### src/rtl/threshold_calibrator.sv
// Threshold calibrator: samples a square screen window over several frames,
// tracks per-channel min/max and commits a widened threshold set to the
// red or green target.
`timescale 1ns/1ps
module threshold_calibrator #(
    parameter logic [10:0] WIN_X0   = 11'd310,
    parameter logic [10:0] WIN_Y0   = 11'd230,
    parameter logic [10:0] WIN_SIZE = 11'd20,
    parameter logic [3:0]  FRAMES   = 4'd8,
    parameter logic [7:0]  MARGIN   = 8'd8,
    parameter logic [47:0] DEF_R    = 48'h0FFA_0891_A5F8,
    parameter logic [47:0] DEF_G    = 48'h50F3_0878_0878
) (
    input  logic        VGA_CLK,
    input  logic        RESET,
    input  logic [10:0] VGA_X,
    input  logic [10:0] VGA_Y,
    input  logic [9:0]  C1,
    input  logic [9:0]  C2,
    input  logic [9:0]  C3,
    input  logic        iCalStart,
    input  logic        iCalSel,
    input  logic        iCalAbort,
    output logic [47:0] oThreshR,
    output logic [47:0] oThreshG,
    output logic        oBusy,
    output logic        oDone,
    output logic        oError,
    output logic        oInWindow
);

    typedef enum logic [1:0] {
        S_IDLE,
        S_WAIT_FRAME,
        S_ACCUM,
        S_COMMIT
    } state_t;

    localparam logic [10:0] WIN_X1 = WIN_X0 + WIN_SIZE - 11'd1;
    localparam logic [10:0] WIN_Y1 = WIN_Y0 + WIN_SIZE - 11'd1;
    localparam logic [7:0]  HI_LIMIT = 8'd255 - MARGIN;

    state_t      state_q, state_d;
    logic        tgt_q, tgt_d;
    logic [3:0]  cnt_q, cnt_d;
    logic [7:0]  min_q [3];
    logic [7:0]  min_d [3];
    logic [7:0]  max_q [3];
    logic [7:0]  max_d [3];
    logic [47:0] thr_r_q, thr_r_d;
    logic [47:0] thr_g_q, thr_g_d;
    logic        busy_q, busy_d;
    logic        done_q, done_d;
    logic        err_q, err_d;

    logic        marker;
    logic        in_win;
    logic [7:0]  pix [3];
    logic [7:0]  low [3];
    logic [7:0]  high [3];
    logic        empty;
    logic [47:0] new_set;
    logic        unused_low_bits;

    // Window decode, frame marker and 8-bit pixel extraction
    always_comb begin
        marker = (VGA_X == 11'd1) && (VGA_Y == 11'd1);
        in_win = (VGA_X >= WIN_X0) && (VGA_X <= WIN_X1) &&
                 (VGA_Y >= WIN_Y0) && (VGA_Y <= WIN_Y1);
        pix[0] = C1[9:2];
        pix[1] = C2[9:2];
        pix[2] = C3[9:2];
    end

    assign unused_low_bits = ^{C1[1:0], C2[1:0], C3[1:0]};
    assign oInWindow = in_win;

    // Saturating widening of the observed range and empty-window detect
    always_comb begin
        empty = 1'b0;
        for (int unsigned i = 0; i < 3; i++) begin
            low[i]  = (min_q[i] > MARGIN)   ? min_q[i] - MARGIN : 8'd0;
            high[i] = (max_q[i] < HI_LIMIT) ? max_q[i] + MARGIN : 8'd255;
            if (min_q[i] > max_q[i]) begin
                empty = 1'b1;
            end
        end
        new_set = {low[0], high[0], low[1], high[1], low[2], high[2]};
    end

    // Next-state, accumulation and commit logic; abort wins over everything
    always_comb begin
        state_d = state_q;
        tgt_d   = tgt_q;
        cnt_d   = cnt_q;
        min_d   = min_q;
        max_d   = max_q;
        thr_r_d = thr_r_q;
        thr_g_d = thr_g_q;
        done_d  = 1'b0;
        err_d   = 1'b0;
        case (state_q)
            S_IDLE: begin
                if (iCalStart && !iCalAbort) begin
                    state_d = S_WAIT_FRAME;
                    tgt_d   = iCalSel;
                end
            end
            S_WAIT_FRAME: begin
                if (iCalAbort) begin
                    state_d = S_IDLE;
                end else if (marker) begin
                    state_d = S_ACCUM;
                    cnt_d   = '0;
                    for (int unsigned i = 0; i < 3; i++) begin
                        min_d[i] = '1;
                        max_d[i] = '0;
                    end
                end
            end
            S_ACCUM: begin
                if (iCalAbort) begin
                    state_d = S_IDLE;
                end else begin
                    if (in_win) begin
                        for (int unsigned i = 0; i < 3; i++) begin
                            if (pix[i] < min_q[i]) min_d[i] = pix[i];
                            if (pix[i] > max_q[i]) max_d[i] = pix[i];
                        end
                    end
                    if (marker) begin
                        if (cnt_q == FRAMES - 4'd1) begin
                            state_d = S_COMMIT;
                        end else begin
                            cnt_d = cnt_q + 4'd1;
                        end
                    end
                end
            end
            S_COMMIT: begin
                state_d = S_IDLE;
                if (!iCalAbort) begin
                    if (empty) begin
                        err_d = 1'b1;
                    end else begin
                        done_d = 1'b1;
                        if (tgt_q) thr_g_d = new_set;
                        else       thr_r_d = new_set;
                    end
                end
            end
            default: state_d = S_IDLE;
        endcase
        busy_d = (state_d != S_IDLE);
    end

    // State and output registers with synchronous reset
    always_ff @(posedge VGA_CLK) begin
        if (RESET) begin
            state_q <= S_IDLE;
            tgt_q   <= 1'b0;
            cnt_q   <= '0;
            for (int unsigned i = 0; i < 3; i++) begin
                min_q[i] <= '0;
                max_q[i] <= '0;
            end
            thr_r_q <= DEF_R;
            thr_g_q <= DEF_G;
            busy_q  <= 1'b0;
            done_q  <= 1'b0;
            err_q   <= 1'b0;
        end else begin
            state_q <= state_d;
            tgt_q   <= tgt_d;
            cnt_q   <= cnt_d;
            min_q   <= min_d;
            max_q   <= max_d;
            thr_r_q <= thr_r_d;
            thr_g_q <= thr_g_d;
            busy_q  <= busy_d;
            done_q  <= done_d;
            err_q   <= err_d;
        end
    end

    assign oThreshR = thr_r_q;
    assign oThreshG = thr_g_q;
    assign oBusy    = busy_q;
    assign oDone    = done_q;
    assign oError   = err_q;

endmodule

### config.mk
export PLATFORM = sky130hd
export DESIGN_NAME = threshold_calibrator
export DESIGN_NICKNAME = d
export VERILOG_FILES = /design/src/rtl/threshold_calibrator.sv
export SDC_FILE = /design/constraint.sdc
export NUM_CORES = 1
export LEC_CHECK = 0
export BUFFER_PORTS_ARGS = -buffer_cell sky130_fd_sc_hd__buf_2
export CAP_MARGIN = 20
export CORE_MARGIN = 2
export CORE_UTILIZATION = 40
export DETAILED_ROUTE_END_ITERATION = 6
export GPL_TIMING_DRIVEN = 0
export MAX_ROUTING_LAYER = met4
export SLEW_MARGIN = 20
export SYNTH_ARGS = -nofsm -noshare
export SYNTH_HDL_FRONTEND = slang
export SYNTH_SLANG_ARGS = --single-unit
### constraint.sdc
create_clock -name VGA_CLK -period 2.5 [get_ports VGA_CLK]
set_input_delay 0.125 -clock VGA_CLK [delete_from_list [all_inputs] [get_ports VGA_CLK]]
set_output_delay 0.125 -clock VGA_CLK [all_outputs]
set_load 0.05 [all_outputs]
==> impl_metrics.toml, run 1 <==
[yosys]
ys_types = 63
post-synth-top-count-cell = "dfxtp_1"
yosys.area.top_type_share = 0.370
synth_top_flop_cell = "dfxtp_1"
synth-seq-cells = 154
syn_inst = 935
yosysWarningCount = 0
synth_edf_count = 0
mappedNetlistArea_um2 = 8330
syn-num-nets = 1068
synthTopCellsByCount = "dfxtp_1, nand2_1, mux2i_1"
yosys.area.top_type = "dfxtp_1"
seq_area_frac_synth = 0.370
syn_area_per_cell_um2 = 8.91
async_flop_share = 0
synthTopCellsByArea = "dfxtp_1, ha_1, mux2i_1, nand2_1, a21oi_1"

[timing]
hold_viol_final = 0
slew_headroom = 0.475
setup_viol_count_final = 0
finalCritPeriodShare = 0.992
skew_ns = 0.00727
fin_crit_ns = 2.48
fmax_mhz = 403
fin_setup_tns_ns = 0
whs_ns = 0.0167
tightest_slew_ns = 0.788
rsz0062_at_grt = "yes"
maxSlewViolCount = 0

[critical_path]
cp_common_cell = "buf_6"
path_cells = "inv_1 -> ha_1 -> and4_2 -> o31ai_4 -> buf_6 -> o22a_1 -> buf_6 -> nand2_4 -> buf_8 -> o41ai_2"
crit_required_ns = 2.83
cp_max_fo = 10
critPathMaxStageDelay_ns = 0.35
crit_type = "reg2reg"
worstPathArrival_ns = 2.81
cp-end-kind = "flop"
r2r_setup_slack_ns = 0.02
cp_slowest_cell = "dfxtp_2"
worst_setup_path_start_kind = "flop"

[outcome]
status = "finished, final reports clean"

[finish]
diodes = 0
fin_nets = 1269
final_area_um2 = 10600
syn2layout_area_growth_pct = 27.1
drive_gt1_frac = 0.274
post-route-util = 0.520

[clock_network]
cts_tree = "yes"
cts_root_buffer = "clkbuf_16"
cts_sinks = 154
cts_buffers = 17
clkTransAtPathRegs_ns = 0.06
htreeDepth = 4
clkLatencyLatePin_ns = 0.43
clockBufferDepth = 2

[floorplanning]
pin_count = 157
coreArea_um2 = 20400
die_w_um = 148
rows = 52
die_h_um = 148
start_util = 0.409
dieArea_um2 = 22000

[global_routing]
grt_first_pass_wirelength_um = 40600
grt_usage = 0.246
antenna_found_initial = 0
grt_pass1_vias = 7278
grt.overflow.total = 0
grt_max_degree = 17

[route]
wl_met2_um = 11500
routedLengthMet1_um = 12700
wire_per_inst_um = 18.6
vias_per_cell = 5.49
drtIter0Drc = 555
postRouteAntennaNets = 0
drt_pre_antenna_iters = 5
drcViolationCount = 0
via_count = 7781
wirelength_um = 26400
met3RoutedLength_um = 1690
top_layer = "met4"

[power_and_ir_drop]
p_leak_nw = 4.53
max-vdd-ir-drop_v = 0.000380
power_density_nw_per_um2 = 501
power_w = 0.00531

[job]
maxCapViolCount = 0

[hold_path]
hp-class = "in2reg"

[placed_design]
portBuffers = 149
place_congestion = 0.929
dpl_cell_area_um2 = 9420
dp_hpwl_um = 20200
## report_power, final
group          leakage, nW  switching [W]  total [W]  internal, W
Combinational         3.01       0.000191   0.000308     0.000117
Sequential            1.26     0.00000232    0.00245      0.00245
Clock                0.272        0.00107    0.00256      0.00149
## registers in the layout, summed over array words and instances, names as in the netlist
name,count
min_q,24
oThreshR,48
oThreshG,48
cnt_q,4
oBusy,1
oError,1
max_q,24
tgt_q,1
oDone,1
state_q,2
## layer usage
layer / GRT usage / up-vias
met1: 0.347 / 3698
met2: 0.367 / 269
met4: 0.0714 / 0
met5: - / -
met3: 0.0325 / 27
li1: - / 3787
## repair_timing
action                                  in CTS  in global routing
endpoints found under the hold margin       29                  0
hold buffers                                23                  0
endpoints found under the setup margin      98                104
setup buffers                                3                  8
pin swaps                                    9                 15
gates resized for setup                     39                 60
## worst max-delay path, delay by kind of cell, from the launching register on
family                   cells  cell delay, ns
AO/OA/AOI/OAI                3            0.81
buffers and inverters        4            0.58
flip-flops                   1            0.35
AND/OR/NAND/NOR              2            0.34
adder cells (fa/ha/maj)      1            0.30
## stage by stage
stage / worst slack (ns) / std cells
finish: 0.0190 / 1418
CTS: 0.00303 / 1410
global placement: -0.553 / 1354
detailed placement: -0.523 / 1354
floorplan: 0.0641 / 935
global route: -0.0560 / 1418
## kinds of logic (layout without fill, tap and decap cells)
| group | count (synthesis) | after routing | synth area share |
|---|---|---|---|
| AO/OA/AOI/OAI | 197 | 197 | 0.164 |
| multiplexers | 83 | 83 | 0.100 |
| flip-flops | 154 | 154 | 0.370 |
| AND/OR/NAND/NOR | 306 | 306 | 0.183 |
| buffers and inverters | 103 | 316 | 0.0515 |
| adder cells (fa/ha/maj) | 76 | 76 | 0.114 |
| XOR/XNOR | 16 | 16 | 0.0168 |
## final cells by class
class | count | area (um2)
multi-input combinational | 678 | 5010
buffer | 42 | 250
fill | 1941 | 9770
tap | 270 | 338
inverter | 60 | 225
clock inverter | 11 | 124
clock buffer | 20 | 447
sequential | 154 | 3140
timing repair buffer | 183 | 1070
## final timing paths
| check | startpoint | end | depth (start not counted) |
|---|---|---|---|
| worst max-delay path | max_q[14] | oThreshG[10] | 10 |
| worst min-delay path | C3[6] | max_q[4] | 3 |
| worst max register to register | max_q[14] | oThreshG[10] | 10 |
| worst min register to register | oThreshG[28] | oThreshG[28] | 2 |
## layout by cell type (no fill, tap or decap), drive strengths merged, types with 5 or more instances in the layout
cell	count
o31ai	5
dfxtp	154
a211oi	7
buf	174
clkinv	6
nand2	97
nor4	18
a21o	6
a21oi	68
clkbuf	48
xor2	5
dlygate4sd3	23
or3	7
a221oi	8
nand4	16
and3	6
nor3	22
a31o	8
nor2b	12
xnor2	11
mux2i	79
o211ai	7
ha	76
nand3	33
o221a	16
inv	60
nor2	66
o21ai	52
Note: power is estimated with default switching activity, not from simulation.
==> run 2: changes to the inputs <==
RECOVER_POWER = 25   (was unset)
==> impl_metrics.toml, run 2 (synthesis results as in run 1) <==
[route]
vias_per_cell = 5.48
postRouteAntennaNets = 0
drtIter0Drc = 560
wire_per_inst_um = 18.7
drt_pre_antenna_iters = 5
via_count = 7765
wirelength_um = 26500
drcViolationCount = 0

[hold_path]
worstHoldEndpoint = "max_q[4]"
min_path_cells = 3
hp-class = "in2reg"
hold_start = "C3[6]"

[timing]
maxSlewViolCount = 0
tightest_slew_ns = 0.813
finalCritPeriodShare = 0.992
rsz0062_at_grt = "yes"
skew_ns = 0.0102
fmax_mhz = 403
fin_crit_ns = 2.48
setup_viol_count_final = 0
hold_viol_final = 0
slew_headroom = 0.458

[placed_design]
place_congestion = 0.929
dp_hpwl_um = 20200
portBuffers = 149
dp_cells = 1354

[critical_path]
reg2reg_from = "max_q[14]"
r2r_setup_slack_ns = 0.02
crit_required_ns = 2.83
cp_max_fo = 10
worst-r2r-cell-count = 10
cp-end-kind = "flop"
crit_type = "reg2reg"
worst_setup_path_start_kind = "flop"
r2r_end = "oThreshG[10]"
worstPathArrival_ns = 2.81

[finish]
drive_gt1_frac = 0.227
layout_commonest_cell = "dfxtp_1"
multi_input_area_um2 = 5010
seq_area_um2 = 3140
syn2layout_area_growth_pct = 26.3
post-route-util = 0.517
stdcell_count = 1418
final_cell_mix = "dfxtp_1, buf_2, nand2_1, clkbuf_1, mux2i_1"
diodes = 0
fill_cells = 1972
fin_nets = 1269

[floorplanning]
die_w_um = 148
die_h_um = 148
coreArea_um2 = 20400
start_util = 0.409
dieArea_um2 = 22000
pin_count = 157
rows = 52

[global_routing]
grt_usage = 0.246
grt_first_pass_wirelength_um = 40600
antenna_found_initial = 0
grt.overflow.total = 0
grt_pass1_vias = 7278
grt_max_degree = 17

[clock_network]
htreeDepth = 4
cts_sinks = 154
clkTransAtPathRegs_ns = 0.06
cts_tree = "yes"
cts_buffers = 17
cts_root_buffer = "clkbuf_16"
clkLatencyLatePin_ns = 0.44
clockBufferDepth = 2

[power_and_ir_drop]
max-vdd-ir-drop_v = 0.000382
p_leak_nw = 4.38
power_density_nw_per_um2 = 505

[outcome]
status = "finished, final reports clean"

[job]
maxCapViolCount = 0
[run 2: critical path, cell delays in order, from the launching register on]
cell     delay, ns
dfxtp_2       0.35
inv_1         0.10
ha_1          0.30
and4_2        0.25
o31ai_4       0.35
buf_6         0.16
o22a_1        0.15
buf_6         0.14
nand2_4       0.09
buf_8         0.18
o41ai_2       0.30
[run 2: what timing repair did]
action	in CTS	in global routing
hold buffers	23	0
pin swaps	9	15
setup buffers	3	8
gates resized for setup	39	60
hold endpoints to repair	29	0
endpoints found under the setup margin	98	104
[run 2: how the worst max path moves through the flow]
| stage | from | to | cells after the start |
|---|---|---|---|
| floorplan | max_q[21] | oThreshR[12] | 10 |
| global placement | max_q[21] | oThreshG[10] | 10 |
| detailed placement | max_q[21] | oThreshR[11] | 10 |
| CTS | max_q[15] | oThreshG[10] | 10 |
| global route | state_q[1] | max_q[14] | 7 |
| finish | max_q[14] | oThreshG[10] | 10 |
[run 2: layout make-up]
cell class              count  area share
multi-input cells         678       0.476
flip-flops and latches    154       0.298
plain buffers              42      0.0238
well taps                 270      0.0321
repair buffers            183      0.0949
inverters                  60      0.0214
clock buffers              20      0.0424
clock inverters            11      0.0118
[run 2: layer usage]
metal,share of wire,vias to the layer above,global-route usage
met4,0.017,0,0.0714
li1,-,3783,-
met1,0.49,3702,0.347
met2,0.43,249,0.367
met3,0.058,31,0.0325
met5,0,-,-
[run 2: power by group]
group | internal, W | switching, W | leakage, nW
registers | 0.00245 | 0.00000236 | 1.26
clock network | 0.00149 | 0.00107 | 0.272
logic | 0.000117 | 0.000191 | 2.86
total | 0.00405 | 0.00126 | 4.38
[run 2: through the flow]
step                instance area (um2)  total power (W)  setup slack, ns  TNS [ns]  hold WS [ns]
floorplan                          8330          0.00266           0.0641         0         0.210
global placement                   9420          0.00278           -0.553    -21.21         0.368
detailed placement                 9420          0.00279           -0.523    -19.98         0.372
CTS                               10400          0.00534          0.00303         0       0.00181
global route                      10500          0.00547          -0.0560    -0.885       0.00769
finish                            10500          0.00531           0.0211         0        0.0149
==> run 3: changes to the inputs <==
clock period = 2.43 ns   (was 2.5 ns; I/O delays follow)
==> impl_metrics.toml, run 3 (synthesis results as in run 1) <==
[outcome]
status = "finished, final reports clean"

[clock_network]
cts_root_buffer = "clkbuf_16"
cts_sinks = 154
cts_tree = "yes"
cts_buffers = 17
clockBufferDepth = 2
clkTransAtPathRegs_ns = 0.07
clkLatencyLatePin_ns = 0.44
htreeDepth = 4

[timing]
setup_viol_count_final = 0
rsz0062_at_grt = "yes"
skew_ns = 0.0134
hold_viol_final = 0
fin_crit_ns = 2.40
fmax_mhz = 416
slew_headroom = 0.436
maxSlewViolCount = 0
finalCritPeriodShare = 0.988
tightest_slew_ns = 0.838
fin_setup_tns_ns = 0

[global_routing]
grt_first_pass_wirelength_um = 41100
grt_pass1_vias = 7269
grt.overflow.total = 0
grt_max_degree = 17
antenna_found_initial = 0
grt_usage = 0.251

[placed_design]
portBuffers = 149
dp_cells = 1354
dp_hpwl_um = 20400
place_congestion = 0.938

[route]
drcViolationCount = 0
wire_per_inst_um = 19.0
postRouteAntennaNets = 0
drtIter0Drc = 483
via_count = 7806
drt_pre_antenna_iters = 5
vias_per_cell = 5.48
wirelength_um = 27000

[job]
maxCapViolCount = 0

[critical_path]
worst_setup_path_start_kind = "flop"
cp_slowest_cell = "dfxtp_4"
cp-end-kind = "flop"
worstPathArrival_ns = 2.73
crit_required_ns = 2.75
cp_max_fo = 10
crit_type = "reg2reg"
path_cells = "inv_1 -> ha_4 -> a211oi_2 -> nor2_2 -> and4bb_4 -> o21ai_4 -> or3_4 -> buf_6 -> buf_8 -> a31o_2"
critPathMaxStageDelay_ns = 0.35

[power_and_ir_drop]
clock_power_share = 0.471
max-vdd-ir-drop_v = 0.000378
p_leak_nw = 4.42
pwr-share-comb = 0.060
p_int_w = 0.00399
swShare = 0.256
power_density_nw_per_um2 = 504
switchingPower_w = 0.00138
p_seq_frac = 0.469

[finish]
stdcell_count = 1424
diodes = 0
drive_gt1_frac = 0.236
post-route-util = 0.523
final_cell_mix = "dfxtp_1, nand2_1, buf_2, clkbuf_1, mux2i_1"
layout_commonest_cell = "dfxtp_1"
syn2layout_area_growth_pct = 27.7
fin_nets = 1274

[floorplanning]
coreArea_um2 = 20400
pin_count = 157
start_util = 0.409
rows = 52
dieArea_um2 = 22000
die_h_um = 148
die_w_um = 148

[hold_path]
hp-class = "in2reg"
[run 3: cell count changes in the layout (fill, tap and decap cells not counted), moves of 3 or more]
cell	previous run	this run
buf_2	99	91
clkbuf_1	79	83
buf_4	12	15
inv_1	58	55
[run 3: repair_timing]
action                                  in CTS  in global routing
endpoints found under the setup margin      98                114
pin swaps                                   12                 10
setup buffers                                8                  6
gates resized for setup                     62                 56
hold buffers                                23                  0
endpoints found under the hold margin       27                  0
cloned                                       0                  2
[run 3: worst max-delay path: cells and delay by family, from the launching register on]
kind	cells	cell delay [ns]
AO/OA/AOI/OAI	3	0.54
flip-flops	1	0.35
adder cells (fa/ha/maj)	1	0.23
AND/OR/NAND/NOR	3	0.78
buffers and inverters	3	0.41
[run 3: power groups by stage]
stage               Sequential, W  Clock, W  Combinational, W
floorplan                 0.00259         0          0.000145
global placement          0.00259         0          0.000281
detailed placement        0.00259         0          0.000287
CTS                       0.00252   0.00255          0.000317
global route              0.00252   0.00267          0.000354
finish                    0.00252   0.00253          0.000321
[run 3: layer usage]
layer | vias to the layer above | GRT usage | wire [um]
met5 | - | - | 0
met4 | 0 | 0.0619 | 458
met3 | 33 | 0.0380 | 1520
met2 | 241 | 0.374 | 11800
met1 | 3730 | 0.356 | 13200
li1 | 3802 | - | -
[run 3: path summary, 6_finish.rpt]
path / slack [ns] / from / cells past startpoint / endpoint
max: 0.03 / max_q[21] / 10 / oThreshR[9]
min: 0.007 / C3[9] / 3 / max_q[7]
max reg2reg: 0.03 / max_q[21] / 10 / oThreshR[9]
min reg2reg: 0.46 / oThreshG[26] / 2 / oThreshG[26]
[run 3: cell type report]
type / instances / area (um2)
Tap cell: 270 / 338
Clock inverter: 14 / 116
Fill cell: 1980 / 9720
Clock buffer: 18 / 439
Timing Repair Buffer: 188 / 1060
Sequential cell: 154 / 3140
Buffer: 42 / 277
Inverter: 60 / 228
Multi-Input combinational cell: 678 / 5050
[run 3: metrics by stage]
stage / worst slack (ns) / total power, W / hold slack [ns] / instance area [um2]
floorplan: 0.0148 / 0.00273 / 0.207 / 8340
global placement: -0.604 / 0.00287 / 0.359 / 9420
detailed placement: -0.606 / 0.00287 / 0.364 / 9420
CTS: 0.00316 / 0.00539 / 0.00134 / 10500
global route: -0.0494 / 0.00554 / 0.0239 / 10600
finish: 0.0284 / 0.00537 / 0.00677 / 10600
